**config.mk**
```make
export PLATFORM = sky130hd
export DESIGN_NAME = seq_acc_4bit
export DESIGN_NICKNAME = d
export VERILOG_FILES = /design/src/rtl/seq_acc_4bit_pkg.sv /design/src/rtl/seq_acc_4bit_adder4_comb.sv /design/src/rtl/seq_acc_4bit.sv
export SDC_FILE = /design/constraint.sdc
export NUM_CORES = 1
export LEC_CHECK = 0
export BUFFER_PORTS_ARGS = -buffer_cell sky130_fd_sc_hd__clkbuf_2
export CORE_AREA = 2 2 43 45
export CTS_BUF_LIST = sky130_fd_sc_hd__clkbuf_4 sky130_fd_sc_hd__clkbuf_8 sky130_fd_sc_hd__clkbuf_16
export DETAILED_ROUTE_END_ITERATION = 6
export DIE_AREA = 0 0 45 47
export GPL_TIMING_DRIVEN = 0
export PLACE_DENSITY = 0.78
export REMOVE_ABC_BUFFERS = 1
export SLEW_MARGIN = 20
export SYNTH_ARGS = -nofsm -noshare
export SYNTH_HDL_FRONTEND = slang
export SYNTH_SLANG_ARGS = --single-unit
```
**constraint.sdc**
```tcl
create_clock -name clk -period 3.7 [get_ports clk]
set_input_delay 0.74 -clock clk [delete_from_list [all_inputs] [get_ports clk]]
set_output_delay 0.74 -clock clk [all_outputs]
set_load 0.03 [all_outputs]
```
**src/rtl/seq_acc_4bit_pkg.sv**
```systemverilog
// Shared definitions for the 4-bit sequential frame accumulator.
//   DW       : operand / partial-sum width.
//   state_e  : frame controller states.
//   last_op  : true when the operand being accepted closes an n_ops frame.
package seq_acc_4bit_pkg;

  localparam int unsigned DW = 4;

  typedef enum logic [1:0] {
    ST_IDLE = 2'd0,
    ST_ACC  = 2'd1,
    ST_DONE = 2'd2
  } state_e;

  // op_cnt holds the number of operands already taken before this transfer.
  function automatic logic last_op(input logic [DW-1:0] op_cnt,
                                   input int unsigned   n_ops);
    return op_cnt == DW'(n_ops - 1);
  endfunction

endpackage

```
**src/rtl/seq_acc_4bit_adder4_comb.sv**
```systemverilog
// Purely combinational 4-bit ripple-carry adder.
//   a, b : 4-bit operands
//   cin  : carry in
//   s    : 4-bit sum
//   cout : carry out of bit 3
module adder4_comb
  import seq_acc_4bit_pkg::*;
(
  input  logic [DW-1:0] a,
  input  logic [DW-1:0] b,
  input  logic          cin,
  output logic [DW-1:0] s,
  output logic          cout
);

  logic [DW:0] c;

  always_comb begin
    s    = '0;
    c    = '0;
    c[0] = cin;
    for (int unsigned i = 0; i < DW; i++) begin
      s[i]   = a[i] ^ b[i] ^ c[i];
      c[i+1] = (a[i] & b[i]) | (c[i] & (a[i] ^ b[i]));
    end
    cout = c[DW];
  end

endmodule

```
**src/rtl/seq_acc_4bit.sv**
```systemverilog
// Sequential accumulator: sums a frame of N_OPS unsigned 4-bit operands with
// a 4-bit add-with-carry datapath, counting carry-outs so the frame total is
// exact ({carry_cnt, sum}).
//   clk, rst       : clock, synchronous active-high reset
//   in_valid/ready : operand handshake, operand on in_data
//   out_valid/ready: result handshake
//   out_sum        : low 4 bits of the frame total
//   out_carry_cnt  : number of carry-outs during the frame
//   out_total      : {out_carry_cnt, out_sum}
module seq_acc_4bit
  import seq_acc_4bit_pkg::*;
#(
  parameter int unsigned N_OPS = 4
) (
  input  logic         clk,
  input  logic         rst,
  input  logic         in_valid,
  output logic         in_ready,
  input  logic [3:0]   in_data,
  output logic         out_valid,
  input  logic         out_ready,
  output logic [3:0]   out_sum,
  output logic [3:0]   out_carry_cnt,
  output logic [7:0]   out_total
);

  state_e        state_q, state_d;
  logic [DW-1:0] acc_q, acc_d;
  logic [DW-1:0] op_cnt_q, op_cnt_d;
  logic [DW-1:0] carry_cnt_q, carry_cnt_d;

  logic [DW-1:0] add_s;
  logic          add_c;
  logic          in_xfer;
  logic          out_xfer;

  adder4_comb u_add (
    .a    (acc_q),
    .b    (in_data),
    .cin  (1'b0),
    .s    (add_s),
    .cout (add_c)
  );

  // Handshake outputs depend on registered state only.
  always_comb begin
    in_ready  = (state_q != ST_DONE);
    out_valid = (state_q == ST_DONE);
  end

  assign in_xfer  = in_valid & in_ready;
  assign out_xfer = out_valid & out_ready;

  always_comb begin
    state_d     = state_q;
    acc_d       = acc_q;
    op_cnt_d    = op_cnt_q;
    carry_cnt_d = carry_cnt_q;
    unique case (state_q)
      ST_IDLE: begin
        if (in_xfer) begin
          acc_d       = in_data;
          carry_cnt_d = '0;
          op_cnt_d    = DW'(1);
          state_d     = ST_ACC;
        end
      end
      ST_ACC: begin
        if (in_xfer) begin
          acc_d       = add_s;
          carry_cnt_d = carry_cnt_q + {{(DW-1){1'b0}}, add_c};
          op_cnt_d    = op_cnt_q + DW'(1);
          if (last_op(op_cnt_q, N_OPS)) begin
            state_d = ST_DONE;
          end
        end
      end
      ST_DONE: begin
        if (out_xfer) begin
          state_d = ST_IDLE;
        end
      end
      default: state_d = ST_IDLE;
    endcase
  end

  always_ff @(posedge clk) begin
    if (rst) begin
      state_q     <= ST_IDLE;
      acc_q       <= '0;
      op_cnt_q    <= '0;
      carry_cnt_q <= '0;
    end else begin
      state_q     <= state_d;
      acc_q       <= acc_d;
      op_cnt_q    <= op_cnt_d;
      carry_cnt_q <= carry_cnt_d;
    end
  end

  always_comb begin
    out_sum       = acc_q;
    out_carry_cnt = carry_cnt_q;
    out_total     = {carry_cnt_q, acc_q};
  end

endmodule

```
==> results of run 1 <==
power by group through the flow:
stage	Sequential (mW)	Clock, mW	Combinational, mW
after floorplan	0.183	0	0.0253
after global placement	0.167	0	0.0594
after detailed placement	0.168	0	0.0615
after CTS	0.164	0.113	0.0617
after global routing	0.165	0.117	0.0678
final	0.164	0.110	0.0608
metrics by stage:
step | power, mW | cell area [sq um] | util | hold WS (ns) | worst slack [ns]
2_1_floorplan | 0.208 | 713 | - | 0.438 | 1.06
3_3_place_gp | 0.226 | 860 | 0.520 | 0.456 | 0.866
3_5_place_dp | 0.229 | 860 | 0.520 | 0.469 | 0.841
6_report | 0.334 | 896 | 0.542 | 0.486 | 1.14
4_1_cts | 0.339 | 896 | 0.542 | 0.489 | 1.13
5_1_grt | 0.350 | 896 | 0.542 | 0.514 | 1.03
how the worst max path moves through the flow:
stage	depth (start not counted)	end	slack [ns]
floorplan	11	out_carry_cnt[2]	1.06
global placement	12	out_carry_cnt[2]	0.87
detailed placement	12	out_carry_cnt[2]	0.84
CTS	12	out_carry_cnt[2]	1.13
global route	12	out_carry_cnt[2]	1.03
finish	12	out_carry_cnt[2]	1.14
sequential cells by signal (all words and copies together), names as in the netlist:
name and count:
out_sum 4, op_cnt_q 4, state_q 2, out_carry_cnt 4
tightest hold or removal path: stages (launching register included):
cell     delay, ns
dfxtp_1       0.33
nand2_1       0.06
a21oi_1       0.05
cell type report:
type / count / area [sq um]
repair buffers: 25 / 125
well taps: 17 / 21.3
fillers: 157 / 756
clock buffers: 4 / 36.3
multi-input cells: 54 / 410
flip-flops and latches: 14 / 280
inverters: 6 / 22.5
cells in the final DEF, fill, tap and decap left out, types with 2 or more instances in the layout:
cell type,netlist,final
ha_1,4,4
o21bai_1,2,2
nand2_1,3,3
inv_1,6,6
a211oi_1,3,3
xor2_1,2,2
nand3_1,4,4
fa_1,3,3
dfxtp_1,14,14
nand3b_1,2,2
a21oi_1,6,6
mux2i_1,4,4
nor2_1,7,7
clkbuf_4,0,3
clkbuf_2,0,25
and2b_1,2,2
per-layer routing:
| layer | vias up | routed length, um |
|---|---|---|
| met4 | 0 | 17 |
| met5 | - | 0 |
| met2 | 18 | 640 |
| met3 | 2 | 78 |
| met1 | 276 | 589 |
| li1 | 320 | - |
kinds of logic (layout without fill, tap and decap cells):
group	Yosys count	in the layout	share of synthesized area
compound gates	17	17	0.139
xor+xnor	2	2	0.0217
fa+ha+maj	7	7	0.136
buf+inv	19	35	0.145
flops	14	14	0.347
mux	4	4	0.0495
simple gates	24	24	0.161
==> flow_summary_export.csv, run 1 <==
group,metric,value,unit
setup_path,reg2reg_setup_slack,1.36,ns
routing,routedWlPerCell,11.0,um
final_layout,area_growth_syn_to_layout,10.8,%
final_layout,n_antenna_cell,0,
setup_path,critPathMaxStageDelay,0.37,ns
clocking,cts_sinks,14,
global_routing,grt_use_total,0.147,
clocking,path_clk_slew,0.09,ns
clocking,cts_resized,0,
clocking,cts_hold_buf,0,
setup_path,required,3.87,ns
synth,synth_top_area_share,0.347,
synth,syn_area_per_cell,9.29,sq um
global_routing,grt-ovfl-total,0,
final_layout,nets,119,
floorplan,io_pins,26,
clocking,clockBufferDepth,2,
final_layout,layout.cells.non_filler,120,
routing,vias,616,
setup_path,path_cells,"clkbuf_2, ha_1, fa_1, inv_1, fa_1, inv_1, fa_1, ha_1, ha_1, nand3b_1, xor2_1, nor2_1",
global_routing,antenna_found_initial,0,
routing,first_iter_violations,6,
min_path,hold_start,"op_cnt_q[1]",
global_routing,grt_pass1_vias,524,
placed_design,placed_cells,116,
synth,yosysSeqAreaShare,0.347,
floorplan,die_x,45,um
global_routing,met3_usage,0.0231,
synth,yosysMostFrequentCell,"dfxtp_1",
setup_path,reg2reg_depth,11,
clocking,numCtsBuffers,3,
routing,drc,0,
routing,wl,1330,um
sta,layout_min_cycle_time,2.56,ns
power,power_density,373,nW/um^2
synth,synth_area,808,sq um
floorplan,die_height,47,um
global_routing,grt_busiest_layer,"met2",
global_routing,grt_pass1_wl,2240,um
clocking,insertion_delay,0.28,ns
power,max-vdd-ir-drop,0.287,mV
sta,grt_setup_unrepaired,"no",
floorplan,core_area,1650,sq um
synth,yosys-top-cells-count,"dfxtp_1 (14), buf_4 (10), nor2_1 (7)",
setup_path,worstReg2RegEnd,"out_carry_cnt[2]",
sta,timing_hold_violations_final,0,
synth,async_flop_share,0,
sta,fin_skew,0.00639,ns
power,p_comb_frac,0.182,
synth,synthTopCellsByArea,"dfxtp_1 (35%), buf_4 (9.3%), fa_1 (7.4%)",
setup_path,worstPathArrival,2.73,ns
power,p_sw_frac,0.287,
clocking,cts_tree,"yes",
setup_path,path_max_fanout,2,
sta,period_share,0.692,
clocking,root_buffer,"clkbuf_4",
min_path,worstHoldEndpoint,"op_cnt_q[1]",
final_layout,drive_gt1_frac,0.291,
power,p_int,0.239,mW
synth,netlist.top_cell.by_area,"dfxtp_1",
routing,antenna_left,0,
sta,setup_viol,0,
setup_path,crit_slowest_cell,"fa_1",
setup_path,start_kind,"input pin",
synth,synth_edf_count,0,
floorplan,start_util,0.489,
synth,yosys_warnings,0,
clocking,htreeDepth,1,
synth,synth_cell_type_count,30,
status,status,"complete, no violations",
placed_design,hpwl,1070,um
power,p_seq_frac,0.490,
sta,drv_slew,0,
power,p_switching,0.0958,mW
routing,dr.pass1.iters,4,
sta,worst_pin_slew,0.410,ns
floorplan,dieArea,2120,sq um
min_path,min_path_cells,2,
flow_run,drv_cap,0,
setup_path,end_kind,"register",
floorplan,rows,15,
sta,tns,0,ns
routing,via_per_inst,5.13,
min_path,hp-class,"register to register",
synth,synthFlopType,"dfxtp_1",
setup_path,crit_start,"in_data[0]",
setup_path,cp_num_buf_inv,3,
setup_path,r2r_start,"out_sum[0]",
sta,fmaxAchievable,391,MHz
setup_path,path_class,"input pin to register",
global_routing,use_met2,0.260,
sta,maxSlewHeadroom,0.723,
global_routing,met1_usage,0.173,
placed_design,port_buffers,25,
clocking,post_cts_buffers,0,
synth,synth-seq-cells,14,
placed_design,place_congestion,0.712,
global_routing,grt_max_degree,14,
power,power_frac_clock,0.328,
synth,syn-instance-count,87,
setup_path,cpLargestDelayFamily,"adder cells",
power,p_leak,0.428,nW
(Power assumes the default switching activity.)
==> inputs of run 2 (changes only) <==
--- a/config.mk
+++ b/config.mk
@@ -6,12 +6,12 @@
 export NUM_CORES = 1
 export LEC_CHECK = 0
 export BUFFER_PORTS_ARGS = -buffer_cell sky130_fd_sc_hd__clkbuf_2
-export CORE_AREA = 2 2 43 45
+export CORE_AREA = 2 2 45 47
 export CTS_BUF_LIST = sky130_fd_sc_hd__clkbuf_4 sky130_fd_sc_hd__clkbuf_8 sky130_fd_sc_hd__clkbuf_16
 export DETAILED_ROUTE_END_ITERATION = 6
-export DIE_AREA = 0 0 45 47
+export DIE_AREA = 0 0 47 49
 export GPL_TIMING_DRIVEN = 0
-export PLACE_DENSITY = 0.78
+export PLACE_DENSITY = 0.72
 export REMOVE_ABC_BUFFERS = 1
 export SLEW_MARGIN = 20
 export SYNTH_ARGS = -nofsm -noshare
==> constraint.sdc (replaced) <==
create_clock -name clk -period 2.6 [get_ports clk]
set_input_delay 0.52 -clock clk [delete_from_list [all_inputs] [get_ports clk]]
set_output_delay 0.52 -clock clk [all_outputs]
set_load 0.03 [all_outputs]
==> flow_summary_export.csv, run 2 (same netlist as run 1, synthesis figures left out) <==
group,metric,value,unit
power,p_leak,0.421,nW
global_routing,grt-ovfl-total,0,
setup_path,end_kind,"register",
status,status,"complete, no violations",
floorplan,start_util,0.439,
clocking,cts_resized,0,
setup_path,reg2reg_setup_slack,0.24,ns
clocking,post_cts_buffers,0,
final_layout,area_growth_syn_to_layout,10.7,%
clocking,clockBufferDepth,2,
setup_path,r2r_start,"out_sum[0]",
global_routing,grt_use_total,0.152,
power,max-vdd-ir-drop,0.220,mV
sta,timing_hold_violations_final,0,
placed_design,port_buffers,25,
global_routing,antenna_found_initial,0,
final_layout,final_common_cell,"clkbuf_2",
sta,worst_pin_slew,0.424,ns
floorplan,dieArea,2300,sq um
floorplan,rows,16,
routing,wl,1450,um
min_path,hp-class,"register to register",
clocking,htreeDepth,1,
setup_path,worstReg2RegEnd,"out_carry_cnt[2]",
final_layout,nets,119,
clocking,cts_hold_buf,0,
routing,drc,0,
global_routing,grt_pass1_wl,2580,um
clocking,cts_tree,"yes",
final_layout,nFillCells,203,
setup_path,start_kind,"input pin",
sta,period_share,0.911,
clocking,cts_sinks,14,
sta,drv_slew,0,
floorplan,io_pins,26,
setup_path,crit_start,"in_data[0]",
setup_path,required,2.76,ns
clocking,root_buffer,"clkbuf_4",
final_layout,n_antenna_cell,0,
final_layout,multi_input_area,410,sq um
routing,dr.pass1.iters,4,
floorplan,die_height,49,um
routing,antenna_left,0,
sta,setup_viol,0,
setup_path,endpoint,"out_carry_cnt[2]",
sta,tns,0,ns
sta,fmaxAchievable,422,MHz
routing,via_per_inst,4.72,
sta,maxSlewHeadroom,0.717,
sta,grt_setup_unrepaired,"no",
routing,vias,609,
sta,layout_min_cycle_time,2.37,ns
clocking,numCtsBuffers,3,
clocking,insertion_delay,0.27,ns
power,finalPower,0.440,mW
placed_design,place_congestion,0.721,
floorplan,die_x,47,um
routing,routedWlPerCell,11.2,um
placed_design,dpl-instance-area,872,sq um
setup_path,path_class,"input pin to register",
sta,layout_setup_ws,0.231,ns
final_layout,drive_gt1_frac,0.284,
final_layout,utilization,0.486,
global_routing,grt_max_degree,14,
placed_design,hpwl,1130,um
setup_path,worstPathArrival,2.53,ns
sta,fin_skew,0.00354,ns
setup_path,path_max_fanout,2,
final_layout,fin_area,895,sq um
routing,first_iter_violations,4,
setup_path,reg2reg_depth,11,
floorplan,core_area,1840,sq um
clocking,path_clk_slew,0.08,ns
final_layout,layout_common_cells,"clkbuf_2 (25), dfxtp_1 (14), nor2_1 (7), inv_1 (6), a21oi_1 (6)",
placed_design,dp_worst_setup_slack,-0.0923,ns
final_layout,seq_area,280,sq um
power,power_density,492,nW/um^2
flow_run,drv_cap,0,
global_routing,grt_pass1_vias,562,
==> run 2: changes by cell type in the layout (fill, tap and decap cells not counted) <==
cell,previous run,this run
clkbuf_8,1,0
==> run 2: worst min path at each step <==
stage | startpoint | endpoint | slack, ns | cells after the start
4_1_cts | op_cnt_q[1] | op_cnt_q[1] | 0.48 | 2
2_1_floorplan | op_cnt_q[1] | op_cnt_q[1] | 0.44 | 2
3_5_place_dp | op_cnt_q[1] | op_cnt_q[1] | 0.47 | 2
5_1_grt | op_cnt_q[1] | op_cnt_q[1] | 0.51 | 2
6_report | op_cnt_q[1] | op_cnt_q[1] | 0.48 | 2
3_3_place_gp | op_cnt_q[1] | op_cnt_q[1] | 0.45 | 2
==> run 2: metal layers <==
metal / up-vias / wire length, um / GRT usage
met5: - / 0 / 0
met4: 0 / 13 / 0.0602
met3: 2 / 37 / 0.0407
met2: 7 / 730 / 0.224
met1: 279 / 668 / 0.206
li1: 321 / - / -
==> run 2: layout make-up <==
type                       count  share of cell area
multi-input combinational     54               0.459
sequential                    14               0.313
timing repair buffer          25               0.140
tap                           27              0.0378
clock buffer                   3              0.0252
inverter                       6              0.0252
==> run 2: per-stage QoR <==
step	hold slack, ns	instances
after global placement	0.454	126
after detailed placement	0.467	126
after floorplan	0.438	74
after global routing	0.512	129
after CTS	0.479	129
final	0.477	129
==> run 2: power by group <==
part	internal (mW)	total, mW	switching [mW]
combinational	0.0310	0.0867	0.0557
clock	0.0535	0.120	0.0661
sequential	0.223	0.234	0.0108
total	0.308	0.440	0.133
==> run 2: worst max-delay path, cell delays in order <==
cell	delay, ns
clkbuf_2	0.10
ha_1	0.20
fa_1	0.37
inv_1	0.08
fa_1	0.16
inv_1	0.05
fa_1	0.37
ha_1	0.21
ha_1	0.18
nand3b_1	0.10
xor2_1	0.14
nor2_1	0.05
==> inputs of run 3 (changes only) <==
--- a/config.mk
+++ b/config.mk
@@ -6,10 +6,10 @@
 export NUM_CORES = 1
 export LEC_CHECK = 0
 export BUFFER_PORTS_ARGS = -buffer_cell sky130_fd_sc_hd__clkbuf_2
-export CORE_AREA = 2 2 45 47
+export CORE_AREA = 10 10 53 55
 export CTS_BUF_LIST = sky130_fd_sc_hd__clkbuf_4 sky130_fd_sc_hd__clkbuf_8 sky130_fd_sc_hd__clkbuf_16
 export DETAILED_ROUTE_END_ITERATION = 6
-export DIE_AREA = 0 0 47 49
+export DIE_AREA = 0 0 63 65
 export GPL_TIMING_DRIVEN = 0
 export PLACE_DENSITY = 0.72
 export REMOVE_ABC_BUFFERS = 1
==> flow_summary_export.csv, run 3 (same netlist as run 1, synthesis figures left out) <==
group,metric,value,unit
global_routing,grt_pass1_wl,2780,um
final_layout,area_growth_syn_to_layout,12.4,%
sta,fmaxAchievable,422,MHz
routing,dr.pass1.iters,4,
placed_design,place_congestion,0.724,
setup_path,end_kind,"register",
floorplan,dieArea,4100,sq um
clocking,post_cts_buffers,0,
routing,vias,646,
clocking,insertion_delay,0.27,ns
clocking,root_buffer,"clkbuf_4",
power,power_density,528,nW/um^2
routing,antenna_left,0,
routing,first_iter_violations,16,
global_routing,grt_use_total,0.0809,
sta,fin_skew,0.00154,ns
routing,routedWlPerCell,13.2,um
setup_path,worstReg2RegEnd,"out_carry_cnt[2]",
clocking,clockBufferDepth,2,
setup_path,worstPathArrival,2.53,ns
sta,timing_hold_violations_final,0,
final_layout,n_antenna_cell,0,
sta,maxSlewHeadroom,0.719,
power,power_frac_clock,0.326,
power,p_seq_frac,0.487,
min_path,worstHoldEndpoint,"op_cnt_q[1]",
final_layout,utilization,0.488,
global_routing,grt-ovfl-total,0,
clocking,htreeDepth,1,
power,p_comb_frac,0.187,
sta,layout_min_cycle_time,2.37,ns
clocking,numCtsBuffers,3,
min_path,hold_start,"op_cnt_q[1]",
status,status,"complete, no violations",
power,p_leak,0.428,nW
final_layout,nets,119,
final_layout,nFillCells,194,
floorplan,start_util,0.434,
routing,via_per_inst,4.97,
global_routing,grt_max_degree,14,
sta,setup_viol,0,
floorplan,rows,16,
sta,grt_setup_unrepaired,"no",
power,p_sw_frac,0.292,
final_layout,layout_common_cells,"clkbuf_2 (25), dfxtp_1 (14), nor2_1 (7), inv_1 (6), a21oi_1 (6)",
clocking,cts_tree,"yes",
routing,wl,1710,um
setup_path,path_class,"input pin to register",
power,finalPower,0.480,mW
min_path,min_path_cells,2,
global_routing,antenna_found_initial,0,
floorplan,core_area,1860,sq um
global_routing,grt_pass1_vias,688,
clocking,path_clk_slew,0.09,ns
setup_path,r2r_start,"out_sum[0]",
sta,layout_setup_ws,0.233,ns
floorplan,io_pins,26,
placed_design,dp_worst_setup_slack,-0.0798,ns
final_layout,drive_gt1_frac,0.291,
power,p_int,0.340,mW
routing,drc,0,
setup_path,required,2.76,ns
placed_design,hpwl,1410,um
setup_path,start_kind,"input pin",
sta,hold_slack,0.481,ns
sta,tns,0,ns
clocking,cts_resized,0,
setup_path,path_max_fanout,2,
floorplan,die_height,65,um
sta,worst_pin_slew,0.421,ns
clocking,cts_sinks,14,
setup_path,reg2reg_depth,11,
power,max-vdd-ir-drop,0.335,mV
flow_run,drv_cap,0,
min_path,hp-class,"register to register",
sta,drv_slew,0,
power,p_switching,0.140,mW
setup_path,reg2reg_setup_slack,0.23,ns
final_layout,final_common_cell,"clkbuf_2",
clocking,cts_hold_buf,0,
floorplan,die_x,63,um
sta,period_share,0.910,
placed_design,port_buffers,25,
[run 3: worst max-delay path by stage]
stage / slack [ns] / to / startpoint
CTS: 0.20 / out_carry_cnt[2] / out_sum[0]
global route: 0.07 / out_carry_cnt[1] / out_sum[0]
detailed placement: -0.08 / out_carry_cnt[2] / in_data[0]
floorplan: 0.09 / out_carry_cnt[2] / out_sum[0]
finish: 0.23 / out_carry_cnt[2] / in_data[0]
global placement: -0.02 / out_carry_cnt[2] / in_data[0]
[run 3: layout make-up]
type,instances,area (sq um),area share
Sequential cell,14,280,0.309
Inverter,6,22.5,0.0248
Multi-Input combinational cell,54,410,0.452
Timing Repair Buffer,25,125,0.138
Tap cell,27,33.8,0.0372
Clock buffer,4,36.3,0.0399
[run 3: power groups by stage]
stage | registers [mW] | clock network [mW] | logic (mW)
after floorplan | 0.260 | 0 | 0.0360
after global placement | 0.238 | 0 | 0.0859
after detailed placement | 0.239 | 0 | 0.0911
after CTS | 0.234 | 0.161 | 0.0916
after global routing | 0.235 | 0.169 | 0.0986
final | 0.234 | 0.157 | 0.0897
[run 3: layer usage]
layer  global-route usage  part of all wire
met2                0.162              0.53
met4               0.0112            0.0035
met5                    0                 0
met3               0.0326             0.047
met1               0.0763              0.42
[run 3: through the flow]
stage	instances	cell area [sq um]
floorplan	74	713
global placement	126	872
detailed placement	126	872
CTS	130	908
global route	130	908
finish	130	908
[run 3: worst max-delay path, cell delays in order]
cell      delay [ns]
clkbuf_2        0.09
ha_1            0.21
fa_1            0.37
inv_1           0.08
fa_1            0.16
inv_1           0.05
fa_1            0.37
ha_1            0.21
ha_1            0.18
nand3b_1        0.09
xor2_1          0.15
nor2_1          0.05
